`src/rtl/sram_arbiter.sv`:
```
// sram_arbiter: two-port arbiter and access sequencer in front of the SRAM pin drivers.
//
// Port A is a read-only video fetch port with priority. Port B is a read/write
// loader/CPU port. A burst counter limits how many A grants may be issued in a
// row while B is waiting, so B always gets a slot.
//
// Ports
//   clk, reset_n                  system clock, asynchronous active-low reset
//   a_req/a_addr                  port A read request (held until a_ack)
//   a_ack/a_rdata                 port A one-cycle ack with read data
//   b_req/b_we/b_addr/b_wdata/b_be port B request (held until b_ack)
//   b_ack/b_rdata                 port B one-cycle ack, read data for reads
//   ram_addr/ram_dout             SRAM address and write data
//   ram_din                       SRAM read data, valid while ram_oe is high
//   ram_ce/ram_oe/ram_we          SRAM strobes (active high)
//   ram_lb/ram_hb                 SRAM byte lane enables (active high)
//
// Every output comes straight from a flop. Each access is:
//   grant (IDLE) -> RD_CYCLES x READ -> ack cycle in IDLE (no arbitration)
//   grant (IDLE) -> WR_CYCLES x WRITE -> TURN (b_ack, bus released) -> IDLE

// Protocol checker: exclusive strobes, exclusive acks, address stable under ce.
module sram_arbiter_chk (
  input logic        clk,
  input logic        reset_n,
  input logic        ram_ce,
  input logic        ram_oe,
  input logic        ram_we,
  input logic        a_ack,
  input logic        b_ack,
  input logic [17:0] ram_addr
);

  we_oe_exclusive: assert property (@(posedge clk) disable iff (!reset_n)
    !(ram_we && ram_oe))
    else $error("ram_we and ram_oe asserted together");

  ack_exclusive: assert property (@(posedge clk) disable iff (!reset_n)
    !(a_ack && b_ack))
    else $error("a_ack and b_ack asserted together");

  addr_stable: assert property (@(posedge clk) disable iff (!reset_n)
    (ram_ce && $past(ram_ce)) |-> $stable(ram_addr))
    else $error("ram_addr changed while ram_ce was high");

endmodule

module sram_arbiter #(
  parameter int RD_CYCLES   = 2,
  parameter int WR_CYCLES   = 2,
  parameter int A_BURST_MAX = 4
) (
  input  logic        clk,
  input  logic        reset_n,
  input  logic        a_req,
  input  logic [17:0] a_addr,
  output logic        a_ack,
  output logic [15:0] a_rdata,
  input  logic        b_req,
  input  logic        b_we,
  input  logic [17:0] b_addr,
  input  logic [15:0] b_wdata,
  input  logic [1:0]  b_be,
  output logic        b_ack,
  output logic [15:0] b_rdata,
  output logic [17:0] ram_addr,
  input  logic [15:0] ram_din,
  output logic [15:0] ram_dout,
  output logic        ram_ce,
  output logic        ram_oe,
  output logic        ram_we,
  output logic        ram_lb,
  output logic        ram_hb
);

  localparam logic [1:0] ST_IDLE  = 2'd0;
  localparam logic [1:0] ST_READ  = 2'd1;
  localparam logic [1:0] ST_WRITE = 2'd2;
  localparam logic [1:0] ST_TURN  = 2'd3;

  localparam int CMAX = (RD_CYCLES > WR_CYCLES) ? RD_CYCLES : WR_CYCLES;
  localparam int CW   = (CMAX > 1) ? $clog2(CMAX) : 1;
  localparam int BW   = $clog2(A_BURST_MAX + 1);

  localparam logic [CW-1:0] RD_LAST   = CW'(RD_CYCLES - 1);
  localparam logic [CW-1:0] WR_LAST   = CW'(WR_CYCLES - 1);
  localparam logic [BW-1:0] BURST_LIM = BW'(A_BURST_MAX);

  logic [1:0]    state_r;
  logic [CW-1:0] cnt_r;
  logic [BW-1:0] burst_r;
  logic          port_b_r;   // 1: current access belongs to port B

  logic          arb_ok_s;
  logic          grant_a_s;
  logic          grant_b_s;

  // Arbitration: only in IDLE and never in a read-ack cycle, where the
  // requester's req is still high from the access being acknowledged.
  always_comb begin
    grant_a_s = 1'b0;
    grant_b_s = 1'b0;
    arb_ok_s  = (state_r == ST_IDLE) && !a_ack && !b_ack;
    if (!arb_ok_s) begin
      grant_a_s = 1'b0;
      grant_b_s = 1'b0;
    end else if (a_req && (burst_r < BURST_LIM)) begin
      grant_a_s = 1'b1;
    end else if (b_req) begin
      grant_b_s = 1'b1;
    end else if (a_req) begin
      // A alone is never held off by the burst limit.
      grant_a_s = 1'b1;
    end else begin
      grant_a_s = 1'b0;
      grant_b_s = 1'b0;
    end
  end

  // Sequencer: state, cycle counter, burst counter and all registered outputs.
  always_ff @(posedge clk or negedge reset_n) begin
    if (!reset_n) begin
      state_r  <= ST_IDLE;
      cnt_r    <= {CW{1'b0}};
      burst_r  <= {BW{1'b0}};
      port_b_r <= 1'b0;
      ram_addr <= 18'h00000;
      ram_dout <= 16'h0000;
      ram_ce   <= 1'b0;
      ram_oe   <= 1'b0;
      ram_we   <= 1'b0;
      ram_lb   <= 1'b0;
      ram_hb   <= 1'b0;
      a_ack    <= 1'b0;
      b_ack    <= 1'b0;
      a_rdata  <= 16'h0000;
      b_rdata  <= 16'h0000;
    end else begin
      case (state_r)
        ST_IDLE: begin
          a_ack <= 1'b0;
          b_ack <= 1'b0;
          if (grant_a_s) begin
            state_r  <= ST_READ;
            cnt_r    <= {CW{1'b0}};
            port_b_r <= 1'b0;
            ram_addr <= a_addr;
            ram_ce   <= 1'b1;
            ram_oe   <= 1'b1;
            ram_we   <= 1'b0;
            ram_lb   <= 1'b1;
            ram_hb   <= 1'b1;
            // Count consecutive A grants only while B is actually waiting.
            burst_r  <= b_req ? (burst_r + BW'(1)) : {BW{1'b0}};
          end else if (grant_b_s) begin
            cnt_r    <= {CW{1'b0}};
            port_b_r <= 1'b1;
            ram_addr <= b_addr;
            ram_ce   <= 1'b1;
            ram_lb   <= b_be[0];
            ram_hb   <= b_be[1];
            burst_r  <= {BW{1'b0}};
            if (b_we) begin
              state_r  <= ST_WRITE;
              ram_we   <= 1'b1;
              ram_oe   <= 1'b0;
              ram_dout <= b_wdata;
            end else begin
              state_r  <= ST_READ;
              ram_we   <= 1'b0;
              ram_oe   <= 1'b1;
            end
          end else begin
            state_r <= ST_IDLE;
          end
        end

        ST_READ: begin
          if (cnt_r == RD_LAST) begin
            state_r <= ST_IDLE;
            cnt_r   <= {CW{1'b0}};
            ram_ce  <= 1'b0;
            ram_oe  <= 1'b0;
            ram_we  <= 1'b0;
            ram_lb  <= 1'b0;
            ram_hb  <= 1'b0;
            if (port_b_r) begin
              b_rdata <= ram_din;
              b_ack   <= 1'b1;
            end else begin
              a_rdata <= ram_din;
              a_ack   <= 1'b1;
            end
          end else begin
            cnt_r <= cnt_r + CW'(1);
          end
        end

        ST_WRITE: begin
          if (cnt_r == WR_LAST) begin
            // Release the bus and ack during the TURN cycle.
            state_r <= ST_TURN;
            cnt_r   <= {CW{1'b0}};
            ram_ce  <= 1'b0;
            ram_oe  <= 1'b0;
            ram_we  <= 1'b0;
            ram_lb  <= 1'b0;
            ram_hb  <= 1'b0;
            b_ack   <= 1'b1;
          end else begin
            cnt_r <= cnt_r + CW'(1);
          end
        end

        ST_TURN: begin
          state_r <= ST_IDLE;
          b_ack   <= 1'b0;
          a_ack   <= 1'b0;
        end

        default: begin
          state_r <= ST_IDLE;
          cnt_r   <= {CW{1'b0}};
          ram_ce  <= 1'b0;
          ram_oe  <= 1'b0;
          ram_we  <= 1'b0;
          ram_lb  <= 1'b0;
          ram_hb  <= 1'b0;
          a_ack   <= 1'b0;
          b_ack   <= 1'b0;
        end
      endcase
    end
  end

  sram_arbiter_chk u_chk (
    .clk      (clk),
    .reset_n  (reset_n),
    .ram_ce   (ram_ce),
    .ram_oe   (ram_oe),
    .ram_we   (ram_we),
    .a_ack    (a_ack),
    .b_ack    (b_ack),
    .ram_addr (ram_addr)
  );

endmodule

```
`config.mk`:
```
export PLATFORM = sky130hd
export DESIGN_NAME = sram_arbiter
export DESIGN_NICKNAME = d
export VERILOG_FILES = /design/src/rtl/sram_arbiter.sv
export SDC_FILE = /design/constraint.sdc
export NUM_CORES = 1
export LEC_CHECK = 0
export CAP_MARGIN = 20
export CORE_MARGIN = 1
export CORE_UTILIZATION = 38
export CTS_CLUSTER_DIAMETER = 30
export DETAILED_ROUTE_END_ITERATION = 10
export MAX_ROUTING_LAYER = met4
export PLACE_DENSITY = 0.77
export SKIP_LAST_GASP = 1
export SYNTH_ARGS = -nofsm -noshare
export SYNTH_HDL_FRONTEND = slang
export SYNTH_SLANG_ARGS = --single-unit
```
`constraint.sdc`:
```
create_clock -name clk -period 1.9 [get_ports clk]
set_input_delay 0.285 -clock clk [delete_from_list [all_inputs] [get_ports clk]]
set_output_delay 0.285 -clock clk [all_outputs]
set_load 0.005 [all_outputs]
```
### Yosys cells after proc, flatten, opt, wreduce, memory -nomap -nowiden

Index checks and enable logic that the tools add are counted.

* multiplexer cells: 48
* bitwise operators: 2
* $add $sub $neg: 2
* equal/unequal tests: 9
* magnitude comparators: 1
* reduce and logical (&&, ||, !) cells: 20

Operator list (number)
* two-way mux 18 bit: 2
* two-way mux 1 bit: 29
* AND reduction 3 bit: 5
* case mux 1 bit (2 select lines): 7
* two-way mux 2 bit: 5
* two-way mux 3 bit: 3
* inequality test 2 bit, second input constant: 4
* case mux 2 bit (4 select lines): 1
* AND reduction 2 bit: 3
* nonzero test 2 bit: 3
* equality test 2 bit, second input constant: 2
* AND reduction 4 bit: 1
* OR reduction 2 bit: 2
* adder 3 x 1 -> 3 bit, second input constant: 1
* logical AND 1 bit: 3
* less-than comparator 3 bit, second input constant: 1
* inequality test 3 bit, second input constant: 1
* case mux 1 bit (3 select lines): 1
* equality test 2 x 1 -> 1 bit, second input constant: 1
* zero test 1 bit: 2
* zero test 2 bit: 1
* inequality test 2 x 1 -> 1 bit, second input constant: 1
* inverter 1 bit: 2
* adder 1 bit, second input constant: 1

* flip-flop bits (word level): 80
* input bits: 75

### Logic depth before layout (Yosys ltp)

Gate-level depths: netlist of run 1.

* word-level depth: 7
* mapped depth: 8

### Least setup slack after synthesis of run 1

No wires, ideal clock.

* path type: register -> register
* start point: reg state_r[0]
* end point: reg ram_addr[10]
* path buffers: 2
* path slack: 148 ps
* cell stages (with the launch flop): 9
* arrival: 1619 ps
* path through: dfrtp_1 inv_1 ha_1 nor3b_4 o21ai_1 clkbuf_1 buf_2 nand2_1 o21ai_0

* longest elaborated chain between the ends: 6
* elaborated cells on any way between the ends: 8
* classes of those cells: mux (3); reduce/logical (5)

RTL lines
* from (decl): RTL line 89 `logic [1:0] state_r;`
* from (signal assigned): RTL line 123 `state_r <= ST_IDLE;`
* from (signal assigned): RTL line 144 `state_r <= ST_READ;`
* from (signal assigned): RTL line 164 `state_r <= ST_WRITE;`
* zero test 2 bit *: RTL line 103, 139
* logical AND 1 bit (2 in a row): RTL line 103 `arb_ok_s = (state_r == ST_IDLE) && !a_ack && !b_ack;`
* two-way mux 1 bit: RTL line 104 `if (!arb_ok_s) begin`
* nonzero test 2 bit (no source line)
* AND reduction 2 bit (no source line)
* to (signal assigned): RTL line 147 `ram_addr <= a_addr;`
* to (signal assigned): RTL line 158 `ram_addr <= b_addr;`
* to (decl): RTL line 66 `output logic [17:0] ram_addr,`

Mark *: on every way between the ends. The rest lies on a longest branch, timed or not.
A chain may end at the register's enable or synchronous reset.

### Worst setup path in the final report of run 1

* start point: reg state_r[0]
* end point: reg ram_dout[12]

* longest elaborated chain between the ends: 6
* elaborated cells on any way between the ends: 7
* classes of those cells: mux (2); bitwise (1); reduce/logical (4)

RTL lines
* zero test 2 bit *: RTL line 103, 139
* logical AND 1 bit (2 in a row): RTL line 103
* two-way mux 1 bit: RTL line 104
* inverter 1 bit (no source line)
* AND reduction 4 bit (no source line) *
* to (signal assigned): RTL line 167 `ram_dout <= b_wdata;`
* to (decl): RTL line 68 `output logic [15:0] ram_dout,`

Marks and branches as above.

==> results of run 1 <==
power by group through the flow:
stage / Clock, mW / Combinational, mW / Sequential [mW]
finish: 1.54 / 3.53 / 3.01
detailed placement: 0 / 3.55 / 3.05
global placement: 0 / 3.47 / 3.00
floorplan: 0 / 1.38 / 3.05
CTS: 1.59 / 3.56 / 3.02
global route: 1.66 / 3.85 / 3.12
logic make-up after synthesis:
logic type,after synthesis,share of synthesized area [%]
flops,80,59.7
mux,70,22.8
simple gates,42,6.60
compound gates,38,6.67
buf+inv,14,2.01
fa+ha+maj,6,2.24
metal layers:
layer  up-vias  track usage [%]  part of all wire, %
li1       1199                -                    -
met1      1269             23.0                   42
met2        62             30.4                   53
met3        15             3.55                  3.3
met4         0             7.84                  2.1
met5         -                -                    0
worst max path at each step:
stage                     slack (ps)  startpoint            to  cells past startpoint
after detailed placement          30       a_req   ram_dout[5]                      5
after global placement            90       b_req        ram_oe                      5
after CTS                         40  state_r[0]  ram_dout[12]                      5
after floorplan                  150  state_r[0]  ram_addr[10]                      8
after global routing              40  state_r[0]   ram_addr[2]                      7
final                            170  state_r[0]  ram_dout[12]                      7
worst register-to-register path: stages, from the launching register on:
cell and delay (ps):
dfrtp_1 410, inv_1 120, ha_1 210, nor3b_4 210
buf_4 150, nand4_4 80, buf_12 170, mux2_2 270
flip-flops by register name (all words and copies together), names as in the netlist:
| name | flops |
|---|---|
| ram_ce | 1 |
| ram_lb | 1 |
| ram_oe | 1 |
| ram_dout | 16 |
| a_ack | 1 |
| b_ack | 1 |
| state_r | 2 |
| port_b_r | 1 |
| ram_we | 1 |
| ram_addr | 18 |
| b_rdata | 16 |
| a_rdata | 16 |
| ram_hb | 1 |
| burst_r | 3 |
| cnt_r | 1 |
layout make-up:
type                            instances  area share (%)
Clock buffer                           11            2.84
Clock inverter                          5            1.93
Inverter                                4           0.282
Multi-Input combinational cell        156            24.3
Sequential cell                        80            37.6
Tap cell                              105            2.47
Timing Repair Buffer                  160            30.6
timing repair:
action | 4_1_cts | 5_1_grt
buffers inserted | 0 | 2
hold buffers | 1 | 0
hold endpoints to repair | 31 | 0
endpoints found under the setup margin | 0 | 23
cell usage in the layout (no fill, tap or decap), types with 4 or more instances in the layout:
cell type | synthesis | layout
dfrtp_1 | 80 | 80
nor2_1 | 5 | 5
buf_12 | 0 | 5
a21oi_1 | 5 | 5
mux2_2 | 52 | 52
buf_4 | 0 | 8
nand2_1 | 24 | 24
mux2i_1 | 18 | 18
o21ai_0 | 21 | 21
inv_1 | 4 | 4
ha_1 | 6 | 6
clkdlybuf4s50_1 | 0 | 146
clkbuf_8 | 0 | 11
metrics by stage:
stage	hold WS, ps	std cells
4_1_cts	431	519
6_report	429	521
2_1_floorplan	-10.6	250
3_3_place_gp	254	502
3_5_place_dp	260	502
5_1_grt	446	521
==> results.tsv, run 1 <==
metric	value	unit
status	finished clean	
Tot Pwr	8.08	mW
Multi-input gate area	1290	um^2
register area	2000	um^2
ys flop type	dfrtp_1	
Final TNS setup	0	ps
pre-CTS setup slack	33.3	ps
routed length per placed instance	15.1	um
power per cell area	1520	nW/um^2
total CTS buffers	9	
placed instance area	5040	um^2
synth top area cells	dfrtp_1, mux2_2, mux2i_1	
share of layout cells above drive strength 1	20.7	%
distinct cell type count after synthesis	30	
Critical Path Fanout Max	17	
fmax	577	MHz
share of total power in the clock network	19.1	%
Buffers & Inverters on Critical Path	3	
clk buf depth	2	
Net Sw Power	2.27	mW
RSZ-0062 raised after global routing	false	
Seq pwr share	37.3	%
Tot GR Track Use	18.7	%
clk slew on worst S/H paths	80	ps
Initial Util	40.0	%
Synth Register Bits	80	
die height	96.0	um
Core ar.	8380	um^2
Ant. Diodes	0	
CP endpoint kind	flop	
Internal Dissipation	5.82	mW
worst rel slew slack	70.1	%
syn nets	331	
Worst-Skew Late Latency	340	ps
Initial DRT Pass Iterations	4	
Post-DP HPWL	6060	um
Sw Ratio	28.0	%
fin crit share	91.2	%
Syn Std Cell Area	3360	um^2
Post-synth EDFFs	0	
nets	492	
final core utilization	63.6	%
Worst-Margin Slew	448	ps
Mean Syn Cell Area	13.4	um^2
worst reg2reg setup slack	170	ps
root buffer cell	clkbuf_8	
CP max stage cell	dfrtp_1	
CP Data Arrival Time	1950	ps
grt ovf	0	
Routed Antenna Nets	0	
list of most frequent post-synthesis cells	dfrtp_1, mux2_2, nand2_1, o21ai_0, mux2i_1	
htree depth	3	
worst path cell trace	inv_1 -> ha_1 -> nor3b_4 -> buf_4 -> nand4_4 -> buf_12 -> mux2_2	
wire length of the first global-routing pass	12700	um
register area share after synthesis	59.7	%
CTS-repair resized insts	0	
largest net degree at the start of global routing	37	
critical path class	reg2reg	
P&R area growth vs syn	58.8	%
total number of vias	2545	
CP max stage delay	410	ps
Row Count	33	
reg2reg end	ram_dout[12]	
top-count cell post-synth	dfrtp_1	
Period minus WS final	1730	ps
Final Setup Violations	0	
delay-heaviest family, CP	buffers and inverters	
initial antenna violation count	0	
Yosys Warn Count	0	
leading area contributor after synthesis	dfrtp_1	
Setup WS post-layout	167	ps
Max Cap Viol	0	
Slew Viols, Final	0	
maximum vdd ir drop	687	uV
Cells after Synth	250	
Placer Congestion	0.743	
skew final	7.17	ps
Vias/cell	4.88	
Starting DRT DRC Count	44	
CP startpoint kind	flop	
final instance area	5330	um^2
fill count	646	
WL final	7880	um
Synth top area share	59.7	%
Gate power share	43.6	%
worst r2r path cells	7	
Die Area	9210	um^2
HP Class	in2async	
Synth async-reset ratio	100	%
I/O pins	148	
Leakage	2.32	nW
Hold Fails Final Rpt	0	
# port buffers	147	
Die Wd	96.0	um
DRC viols	0	
worst r2r src	state_r[0]	
vias in the first global route	2633	
CTS tree	yes	
CTS sink cnt	80	
Critical Path RT	2120	ps
Note: power is estimated with default switching activity, not from simulation.
==> inputs of run 2 (changes only) <==
--- a/config.mk
+++ b/config.mk
@@ -15,4 +15,5 @@
 export SKIP_LAST_GASP = 1
 export SYNTH_ARGS = -nofsm -noshare
 export SYNTH_HDL_FRONTEND = slang
+export SYNTH_HIERARCHICAL = 1
 export SYNTH_SLANG_ARGS = --single-unit
==> results of run 2 <==
No change in the layout: final DEF, timing and power equal those of run 1.
Main changes from that run: Yosys warning count 0 -> 6
==> inputs of run 3 (changes only) <==
--- a/config.mk
+++ b/config.mk
@@ -7,11 +7,12 @@
 export LEC_CHECK = 0
 export CAP_MARGIN = 20
 export CORE_MARGIN = 1
-export CORE_UTILIZATION = 38
+export CORE_UTILIZATION = 56
 export CTS_CLUSTER_DIAMETER = 30
 export DETAILED_ROUTE_END_ITERATION = 10
+export DONT_BUFFER_PORTS = 1
 export MAX_ROUTING_LAYER = met4
-export PLACE_DENSITY = 0.77
+export PLACE_DENSITY = 0.74
 export SKIP_LAST_GASP = 1
 export SYNTH_ARGS = -nofsm -noshare
 export SYNTH_HDL_FRONTEND = slang
==> run 3 against run 2 <==
  * Final cell count down 36%
  * Setup slack worse by 40 ps
  * Maximum frequency down 2.3%
  * Combinational power down 54%
  * First-iteration DRC count up 18%
  * The flow now finishes with violations (hold timing)
  * Largest cell class unchanged
  * Die area down 32%
  * Via count down 24%
  * Clock skew up 4.8 ps
  * Global-route usage up 2.1 points
  * Non-clock buffer count down 154
==> results.tsv, run 3 <==
metric	value	unit
P&R area growth vs syn	11.3	%
wire length of the first global-routing pass	9540	um
RSZ-0062 raised after global routing	false	
Slew Viols, Final	0	
Final Setup Violations	0	
most common cell after layout, fill and taps aside	dfrtp_1	
Die Wd	79.4	um
Placed Instances	317	
WL final	6090	um
die height	79.4	um
maximum vdd ir drop	848	uV
most frequent cells in the layout	dfrtp_1, mux2_2, nand2_1	
post-route non-filler standard cell count	334	
register area share after synthesis	59.7	%
Tot GR Track Use	20.8	%
# port buffers	0	
CTS tree	yes	
total number of vias	1939	
Mean Syn Cell Area	13.4	um^2
Hold Fails Final Rpt	80	
Synth async-reset ratio	100	%
Initial DRT Pass Iterations	4	
total CTS buffers	9	
routed length per placed instance	18.2	um
Buffers & Inverters on Critical Path	2	
root buffer cell	clkbuf_8	
top-count cell post-synth	dfrtp_1	
Critical Path Fanout Max	17	
Synth top area share	59.7	%
Leakage	1.70	nW
synth top area cells	dfrtp_1, mux2_2, mux2i_1	
worst rel slew slack	70.3	%
worst path cell trace	inv_1 -> ha_1 -> nor3b_4 -> nand4_4 -> buf_12 -> mux2_2	
leading area contributor after synthesis	dfrtp_1	
CP Data Arrival Time	2000	ps
Cells after Synth	250	
CP max stage cell	dfrtp_1	
CP startpoint kind	flop	
DRC viols	0	
Row Count	27	
critical path depth	6	
Critical Path RT	2130	ps
reg2reg end	ram_dout[15]	
Synth Register Bits	80	
syn nets	331	
Critical Path Start	state_r[0]	
fin crit share	93.3	%
worst r2r src	state_r[0]	
ys flop type	dfrtp_1	
Worst-Skew Late Latency	350	ps
Starting DRT DRC Count	52	
clk buf depth	2	
max reg flops	18	
Post-synth EDFFs	0	
distinct cell type count after synthesis	30	
grt ovf	0	
vias in the first global route	1991	
htree depth	3	
Placer Congestion	0.736	
fmax	564	MHz
critical path class	reg2reg	
Period minus WS final	1770	ps
Worst-Margin Slew	443	ps
Top reg by flops	ram_addr	
initial antenna violation count	0	
Setup WS post-layout	127	ps
fill count	425	
Yosys Warn Count	6	
Vias/cell	5.81	
Core ar.	5640	um^2
skew final	11.9	ps
Post-DP HPWL	4310	um
HP Class	in2async	
I/O pins	148	
CP endpoint kind	flop	
CTS-repair resized insts	0	
worst r2r path cells	6	
Ant. Diodes	0	
nets	338	
worst reg2reg setup slack	130	ps
delay-heaviest family, CP	simple AND/OR/NAND/NOR gates	
CTS sink cnt	80	
share of layout cells above drive strength 1	30.2	%
Routed Antenna Nets	0	
failing checks	hold timing	
Final TNS setup	0	ps
final instance area	3730	um^2
status	finished with violations	
Syn Std Cell Area	3360	um^2
Initial Util	59.5	%
Max Cap Viol	0	
clk slew on worst S/H paths	90	ps
Hold WS	-374	ps
worst setup path endpoint	ram_dout[15]	
placed instance area	3490	um^2
power per cell area	1670	nW/um^2
largest net degree at the start of global routing	81	
Die Area	6310	um^2
list of most frequent post-synthesis cells	dfrtp_1, mux2_2, nand2_1, o21ai_0, mux2i_1	
pre-CTS setup slack	-22.1	ps
CP max stage delay	420	ps
## run 3: cell counts after synthesis
No cell type changed its count.
## run 3: area by class of cell
| type | instances | area (um^2) | share of cell area (%) |
|---|---|---|---|
| sequential | 80 | 2000 | 53.6 |
| multi-input combinational | 156 | 1290 | 34.6 |
| clock buffer | 9 | 124 | 3.32 |
| timing repair buffer | 6 | 108 | 2.88 |
| clock inverter | 7 | 103 | 2.75 |
| tap | 72 | 90.1 | 2.41 |
| inverter | 4 | 15.0 | 0.402 |
## run 3: metal layers
layer  track usage [%]  up-vias  part of all wire [%]
met2              31.9       81                    49
met4              9.27        0                   1.6
met1              25.4      951                    42
met3              6.63        9                   7.5
met5                 -        -                     0
li1                  -      898                     -
## run 3: what timing repair did
item	4_1_cts	5_1_grt
buffers inserted	1	0
endpoints found under the hold margin	80	80
setup endpoints to repair	16	0
## run 3: worst min path at each step
| stage | startpoint | to | slack (ps) | cells past startpoint |
|---|---|---|---|---|
| floorplan | reset_n | a_ack | -10 | 0 |
| global placement | reset_n | ram_addr[10] | -9 | 0 |
| detailed placement | reset_n | ram_addr[10] | -9 | 0 |
| CTS | reset_n | b_rdata[13] | -390 | 0 |
| global route | reset_n | b_rdata[13] | -390 | 0 |
| finish | reset_n | b_rdata[13] | -370 | 0 |
## run 3: kinds of logic after synthesis
logic type                 after synthesis  synth area share, %
buffers and inverters                   14                 2.01
muxes                                   70                 22.8
adders and majority gates                6                 2.24
DFF                                     80                 59.7
AOI/OAI and AO/OA                       38                 6.67
and+or+nand+nor                         42                 6.60
## run 3: worst register-to-register path: stages (launching register included)
cell	delay, ps
dfrtp_1	420
inv_1	120
ha_1	210
nor3b_4	320
nand4_4	130
buf_12	180
mux2_2	280
## run 3: stage by stage
step                      hold WS, ps  utilization (%)  power, mW
final                            -374             66.2       6.26
after global routing             -393             66.2       6.69
after CTS                        -391             66.2       6.33
after detailed placement        -9.20             61.8       4.92
after global placement          -9.02             61.8       4.81
after floorplan                 -10.6                -       4.43
## run 3: power breakdown
part / switching [mW] / total (mW) / internal (mW)
Clock: 0.648 / 1.40 / 0.756
Combinational: 0.684 / 1.63 / 0.946
Sequential: 0.674 / 3.22 / 2.55
